## src/rtl/regfile_wb_arbiter.sv

```systemverilog
// regfile_wb_arbiter: round-robin arbiter sharing the register-file write port
// between NREQ writeback requesters, with one registered write per cycle.
// Optional build macro WB_ZERO_DROP_EN: a granted write to address 0 is
// consumed without raising wb_write.
module regfile_wb_arbiter #(
  parameter int unsigned NREQ = 4,
  parameter int unsigned AW   = 5,
  parameter int unsigned DW   = 32,
  localparam int unsigned IW  = $clog2(NREQ)
) (
  input  logic               cclk,
  input  logic               rstb,
  input  logic [NREQ-1:0]    req_valid,
  input  logic [NREQ*AW-1:0] req_addr,
  input  logic [NREQ*DW-1:0] req_data,
  output logic [NREQ-1:0]    req_ready,
  input  logic               stall,
  output logic               wb_write,
  output logic [AW-1:0]      wb_addr,
  output logic [DW-1:0]      wb_data,
  output logic [IW-1:0]      wb_grant_id
);

  logic [IW-1:0] ptr_q, ptr_d;
  logic          wb_write_q, wb_write_d;
  logic [AW-1:0] wb_addr_q, wb_addr_d;
  logic [DW-1:0] wb_data_q, wb_data_d;
  logic [IW-1:0] wb_grant_id_q, wb_grant_id_d;

  logic          found;
  logic [IW-1:0] win;
  int unsigned   idx;
  logic          grant_c;
  logic [AW-1:0] sel_addr;
  logic [DW-1:0] sel_data;

  // Round-robin scan of req_valid starting at ptr, wrapping NREQ-1 -> 0.
  always_comb begin
    found = 1'b0;
    win   = '0;
    idx   = 0;
    for (int unsigned k = 0; k < NREQ; k++) begin
      idx = 32'(ptr_q) + k;
      if (idx >= NREQ) begin
        idx = idx - NREQ;
      end
      if (!found && req_valid[IW'(idx)]) begin
        found = 1'b1;
        win   = IW'(idx);
      end
    end
  end

  // One-hot grant; suppressed by stall and held low while in reset.
  always_comb begin
    grant_c = found && !stall && rstb;
    for (int i = 0; i < int'(NREQ); i++) begin
      req_ready[i] = grant_c && (win == IW'(i));
    end
  end

  // Select the winning requester's address and data.
  always_comb begin
    sel_addr = '0;
    sel_data = '0;
    for (int i = 0; i < int'(NREQ); i++) begin
      if (win == IW'(i)) begin
        sel_addr = req_addr[i*AW +: AW];
        sel_data = req_data[i*DW +: DW];
      end
    end
  end

  // Next-state: a grant advances the pointer past the winner and loads the write.
  always_comb begin
    ptr_d         = ptr_q;
    wb_write_d    = 1'b0;
    wb_addr_d     = wb_addr_q;
    wb_data_d     = wb_data_q;
    wb_grant_id_d = wb_grant_id_q;
    if (grant_c) begin
      ptr_d = (win == IW'(NREQ - 1)) ? '0 : win + IW'(1);
`ifdef WB_ZERO_DROP_EN
      // Writes to $zero are consumed here rather than issued.
      if (sel_addr != '0) begin
        wb_write_d    = 1'b1;
        wb_addr_d     = sel_addr;
        wb_data_d     = sel_data;
        wb_grant_id_d = win;
      end
`else
      wb_write_d    = 1'b1;
      wb_addr_d     = sel_addr;
      wb_data_d     = sel_data;
      wb_grant_id_d = win;
`endif
    end
  end

  // State and output registers.
  always_ff @(posedge cclk or negedge rstb) begin
    if (!rstb) begin
      ptr_q         <= '0;
      wb_write_q    <= 1'b0;
      wb_addr_q     <= '0;
      wb_data_q     <= '0;
      wb_grant_id_q <= '0;
    end else begin
      ptr_q         <= ptr_d;
      wb_write_q    <= wb_write_d;
      wb_addr_q     <= wb_addr_d;
      wb_data_q     <= wb_data_d;
      wb_grant_id_q <= wb_grant_id_d;
    end
  end

  assign wb_write    = wb_write_q;
  assign wb_addr     = wb_addr_q;
  assign wb_data     = wb_data_q;
  assign wb_grant_id = wb_grant_id_q;

endmodule

```

## config.mk

```make
export PLATFORM = sky130hd
export DESIGN_NAME = regfile_wb_arbiter
export DESIGN_NICKNAME = d
export VERILOG_FILES = /design/src/rtl/regfile_wb_arbiter.sv
export SDC_FILE = /design/constraint.sdc
export NUM_CORES = 1
export LEC_CHECK = 0
export BUFFER_PORTS_ARGS = -buffer_cell sky130_fd_sc_hd__buf_2
export CORE_AREA = 5 5 107 109
export CTS_BUF_LIST = sky130_fd_sc_hd__clkbuf_8
export CTS_CLUSTER_SIZE = 25
export DETAILED_ROUTE_END_ITERATION = 16
export DIE_AREA = 0 0 112 114
export PLACE_DENSITY = 0.67
export SLEW_MARGIN = 20
export SYNTH_ARGS = -nofsm -noshare
export SYNTH_HDL_FRONTEND = slang
export SYNTH_SLANG_ARGS = --single-unit
```

## constraint.sdc

```tcl
create_clock -name cclk -period 2.6 [get_ports cclk]
set_input_delay 0.26 -clock cclk [delete_from_list [all_inputs] [get_ports cclk]]
set_output_delay 0.26 -clock cclk [all_outputs]
set_load 0.05 [all_outputs]
```

==> impl_metrics.tcl, run 1 <==
set metrics [dict create \
    core_mm2 0.0105 \
    final.fill_count 1089 \
    cp_max_fo 38 \
    ant_nets 0 \
    yosys_warnings 0 \
    cp-end-kind "output pin" \
    fin_tns_setup_ns 0 \
    worst_pin_slew_ns 0.583 \
    antenna_found_initial 0 \
    netlist_area_mm2 0.00304 \
    slew_headroom_pct 61.1 \
    synth_area_per_cell_um2 8.01 \
    synth_area_leader_cell "dfrtp_1" \
    finalWeightedCongestion 0.844 \
    cts_buffers 5 \
    syn_to_final_growth_pct 40.5 \
    dieArea_mm2 0.0128 \
    drt_pre_antenna_iters 6 \
    die_w_um 112 \
    synth.yosys.seq_area_share_pct 34.6 \
    arrival_ns 2.21 \
    yosys.cell_types.count 26 \
    rows 38 \
    ys_seq_elements 42 \
    setup_viol 0 \
    drive_gt1_share_pct 40.8 \
    stdcell_area_mm2 0.00426 \
    grt_pass1_wl_mm 17.5 \
    rsz0062_at_grt "yes" \
    vdd_drop_max_mv 0.392 \
    io_pins 199 \
    cts_root_buf "clkbuf_8" \
    dp_hpwl_mm 8.04 \
    vias_per_cell 5.30 \
    netlist_top_cells_area "dfrtp_1, a21oi_1, a221o_1, nand3b_1, a31oi_1" \
    grt_pass1_vias 3648 \
    path_buf_inv 2 \
    report.final.slew_viol_count 0 \
    cts_tree "done" \
    cp_common_cell "and3_1" \
    post-cts-setup-buffers 0 \
    slowest_delay_ns 0.44 \
    status "finished, final reports clean" \
    clk_latency_ns 0.29 \
    die_y_um 114 \
    utilization_pct 40.6 \
    final_net_count 712 \
    crit_path_cell_trace "and3b_1 > a31oi_2 > and3_1 > ha_2 > buf_12 > and3_1 > clkbuf_4" \
    drc 0 \
    layout_commonest_cell "buf_2" \
    n_antenna_cell 0 \
    synth_top_area_share_pct 34.6 \
    max_freq_mhz 405 \
    first_iter_violations 327 \
    via_count 3679 \
    crit_family "simple AND/OR/NAND/NOR gates" \
    htree_levels 2 \
    power_per_cell_area_mw_per_mm2 929 \
    dpl_cell_area_mm2 0.00414 \
    post-route-min-period_ns 2.47 \
    grt_use_total_pct 16.3 \
    path_clk_slew_ns 0.09 \
    drt-total-wl_mm 11.4 \
    cp_slowest_cell "dfrtp_1" \
    ctsLongestPathBuffers 2 \
    syn_inst 379 \
    synth_fp_nets 538 \
    finalHoldViolations 0 \
    overflow 0 \
    wl_per_cell_um 16.4 \
    required_ns 2.34 \
    hold_path_class "in2async" \
    critPathLaunchType "flip-flop" \
    critPathKind "reg2out" \
    cap_violations 0 \
    clock-sinks 42 \
    holdBufCountCts 0 \
    grt_max_degree 76 \
    finalCritPeriodShare_pct 95.0 \
    skew_ns 0.00673 \
    start_util_pct 28.9 \
    p_leak_uw 0.00206 \
    port_buffers 198 \
    final_cell_mix "buf_2, a21oi_1, dfrtp_1" \
]
==> layer usage <==
metal  wire length, um  part of all wire (%)  global-route usage, %  vias up
li1                  -                     -                      -     1735
met1              4460                    39                   19.3     1757
met2              5810                    51                   29.8      178
met3               984                   8.6                   3.71        9
met4               130                   1.1                   4.49        0
met5                 0                     0                      0        -
==> cells in the mapped netlist <==
cell type and instances:
inv_1 38, nand2b_1 1, nand3b_1 38, o21ai_1 1
a21boi_0 2, or4_1 1, a41oi_2 1, nand3_1 3
a221o_1 37, buf_2 3, ha_1 4, clkbuf_1 33
nor2_1 2, nand2_1 38, dfrtp_1 42, a21o_1 1
and3_1 6, and2_4 1, a21oi_1 76, buf_6 5
o21ai_0 1, a31oi_1 38, nor2b_1 2, a41o_1 2
buf_1 2, and3b_1 1
==> sequential cells by signal, indices dropped and copies added, names as in the netlist <==
signal	cells
ptr_q	2
wb_data	32
wb_write	1
wb_addr	5
wb_grant_id	2
==> worst paths after layout <==
path / startpoint / depth (start not counted) / slack [ns] / to
max reg2reg: ptr_q[1] / 8 / 0.25 / wb_addr[1]
max: ptr_q[0] / 7 / 0.13 / req_ready[2]
max in group asynchronous: rstb / 2 / 2.13 / wb_data[5]
min: rstb / 2 / 0.05 / wb_data[9]
min reg2reg: wb_data[3] / 2 / 0.55 / wb_data[3]
min in group cclk: req_data[109] / 3 / 0.22 / wb_data[13]
==> metrics by stage <==
stage | power, uW | std cells | hold WS, ns | worst slack (ns)
detailed placement | 3480 | 685 | 0.397 | 0.138
CTS | 3940 | 693 | 0.0733 | 0.0339
finish | 3960 | 694 | 0.0500 | 0.129
global route | 4220 | 694 | 0.106 | -0.0296
floorplan | 2820 | 379 | -0.0356 | 0.0423
global placement | 3430 | 685 | 0.383 | 0.278
==> area by class of cell <==
cell class	count	area [um^2]	share of cell area (%)
Multi-Input combinational cell	256	1670	39.1
Timing Repair Buffer	210	1140	26.7
Sequential cell	42	1050	24.6
Tap cell	140	175	4.11
Inverter	38	143	3.35
Clock buffer	6	82.6	1.94
Clock inverter	2	8.76	0.205
==> report_power, final <==
| part | switching, uW | internal (uW) |
|---|---|---|
| Clock | 240 | 211 |
| Sequential | 126 | 871 |
| Combinational | 1660 | 857 |
| Total | 2020 | 1940 |
==> kinds of logic after synthesis <==
logic type | count (synthesis) | share of synthesized area, %
AOI/OAI and AO/OA | 159 | 34.8
and+or+nand+nor | 93 | 17.5
buffers and inverters | 81 | 11.4
DFF | 42 | 34.6
adders and majority gates | 4 | 1.65
==> repair_timing <==
item                       4_1_cts  5_1_grt
cloned                           0        1
resized for setup                1        3
setup endpoints to repair        1        4
pin swaps                        0        1
No activity file was read; power rests on OpenSTA's default activity.
==> run 2, diff against run 1 <==
--- a/config.mk
+++ b/config.mk
@@ -6,12 +6,12 @@
 export NUM_CORES = 1
 export LEC_CHECK = 0
 export BUFFER_PORTS_ARGS = -buffer_cell sky130_fd_sc_hd__buf_2
-export CORE_AREA = 5 5 107 109
+export CORE_AREA = 5 5 87 89
 export CTS_BUF_LIST = sky130_fd_sc_hd__clkbuf_8
 export CTS_CLUSTER_SIZE = 25
 export DETAILED_ROUTE_END_ITERATION = 16
-export DIE_AREA = 0 0 112 114
-export PLACE_DENSITY = 0.67
+export DIE_AREA = 0 0 92 94
+export PLACE_DENSITY = 0.91
 export SLEW_MARGIN = 20
 export SYNTH_ARGS = -nofsm -noshare
 export SYNTH_HDL_FRONTEND = slang
==> constraint.sdc (replaced) <==
create_clock -name cclk -period 3.04 [get_ports cclk]
set_input_delay 0.304 -clock cclk [delete_from_list [all_inputs] [get_ports cclk]]
set_output_delay 0.304 -clock cclk [all_outputs]
set_load 0.05 [all_outputs]
==> impl_metrics.tcl, run 2 (synthesized netlist as in run 1, its figures left out) <==
set metrics [dict create \
    post-route-min-period_ns 2.86 \
    die_w_um 92 \
    syn_to_final_growth_pct 35.5 \
    final.fill_count 578 \
    drive_gt1_share_pct 39.7 \
    antenna_found_initial 0 \
    critPathLaunchType "flip-flop" \
    drc 0 \
    cts_root_buf "clkbuf_8" \
    status "finished, final reports clean" \
    ctsLongestPathBuffers 2 \
    required_ns 2.74 \
    skew_ns 0.00539 \
    grt_pass1_wl_mm 16.1 \
    hold_path_class "in2async" \
    slew_headroom_pct 41.1 \
    grt_max_degree 48 \
    io_pins 199 \
    finalCritPeriodShare_pct 94.2 \
    overflow 0 \
    vdd_drop_max_mv 0.373 \
    cp-end-kind "output pin" \
    via_count 3649 \
    max_freq_mhz 349 \
    cts_buffers 5 \
    power_per_cell_area_mw_per_mm2 798 \
    rows 30 \
    cp_max_fo 47 \
    largest_register_ffs 32 \
    worst_pin_slew_ns 0.883 \
    stdcell_area_mm2 0.00411 \
    setup_viol 0 \
    final_net_count 710 \
    cts_tree "done" \
    dpl_cell_area_mm2 0.00403 \
    post_cts_resized 0 \
    fin_tns_setup_ns 0 \
    vias_per_cell 5.78 \
    finalWeightedCongestion 0.835 \
    start_util_pct 45.4 \
    final_cell_mix "buf_2, a21oi_1, dfrtp_1" \
    utilization_pct 61.6 \
    die_y_um 94 \
    multi_input_area_mm2 0.00166 \
    dp_hpwl_mm 7.72 \
    dieArea_mm2 0.00865 \
    layout_commonest_cell "buf_2" \
    finalHoldViolations 0 \
    register_area_mm2 0.00105 \
    p_leak_uw 0.00204 \
    holdBufCountCts 0 \
    ant_nets 0 \
    critPathKind "reg2out" \
    clk_latency_ns 0.28 \
    report.final.slew_viol_count 0 \
    htree_levels 2 \
    drt_pre_antenna_iters 5 \
    total_power_uw 3280 \
    timing.hold.ws_ns 0.105 \
    clock-sinks 42 \
    first_iter_violations 171 \
    arrival_ns 2.56 \
    path_clk_slew_ns 0.07 \
    cap_violations 0 \
    grt_use_total_pct 22.6 \
    drt-total-wl_mm 10.4 \
    post-cts-setup-buffers 0 \
    grt_pass1_vias 3524 \
    rsz0062_at_grt "no" \
    n_antenna_cell 0 \
    wl_per_cell_um 16.5 \
    core_mm2 0.00668 \
    port_buffers 198 \
]
-- run 2: cell types whose count changed in the layout (fill, tap and decap cells not counted), sizes merged --
cell	before	now
inv	39	40
clkinv	1	0
clkbuf	8	5
-- run 2: per-layer routing --
layer	share of wire [%]	wire [um]	vias to the layer above	GRT usage (%)
li1	-	-	1732	-
met1	37	3820	1662	25.5
met2	49	5130	231	41.1
met3	11	1180	24	4.97
met4	2.6	272	0	9.28
met5	0	0	-	0
-- run 2: power by group --
part | switching [uW] | leakage [uW] | internal, uW | total (uW)
clock network | 176 | 0.0000466 | 152 | 328
registers | 110 | 0.000479 | 745 | 855
logic | 1400 | 0.00151 | 698 | 2100
total | 1690 | 0.00204 | 1600 | 3280
-- run 2: final cells by class --
type	count	area share [%]
multi-input combinational	256	40.5
clock inverter	2	0.183
sequential	42	25.6
timing repair buffer	208	26.2
inverter	38	3.47
clock buffer	5	1.67
tap	80	2.43
-- run 2: path summary, 6_finish.rpt --
| kind | startpoint | endpoint | slack, ns | cells after the start |
|---|---|---|---|---|
| worst max-delay path | ptr_q[1] | req_ready[1] | 0.18 | 7 |
| worst min-delay path | rstb | wb_data[8] | 0.11 | 2 |
| worst max register to register | ptr_q[1] | wb_data[9] | 0.48 | 8 |
| worst min register to register | wb_addr[1] | wb_addr[1] | 0.54 | 2 |
| max in group asynchronous | rstb | wb_data[31] | 2.56 | 2 |
| min in group cclk | req_data[97] | wb_data[1] | 0.27 | 3 |
-- run 2: metrics by stage --
stage | instances | setup WS, ns
2_1_floorplan | 379 | 0.438
3_3_place_gp | 624 | 0.457
3_5_place_dp | 624 | 0.328
4_1_cts | 631 | 0.132
5_1_grt | 631 | 0.0611
6_report | 631 | 0.177
-- run 2: critical path: stages, from the launching register on --
cell and delay [ns]:
dfrtp_1 0.42, nor2b_1 0.16, o21ai_0 0.39, and3_1 0.28, ha_2 0.20, buf_4 0.34, and3_1 0.22, buf_2 0.26
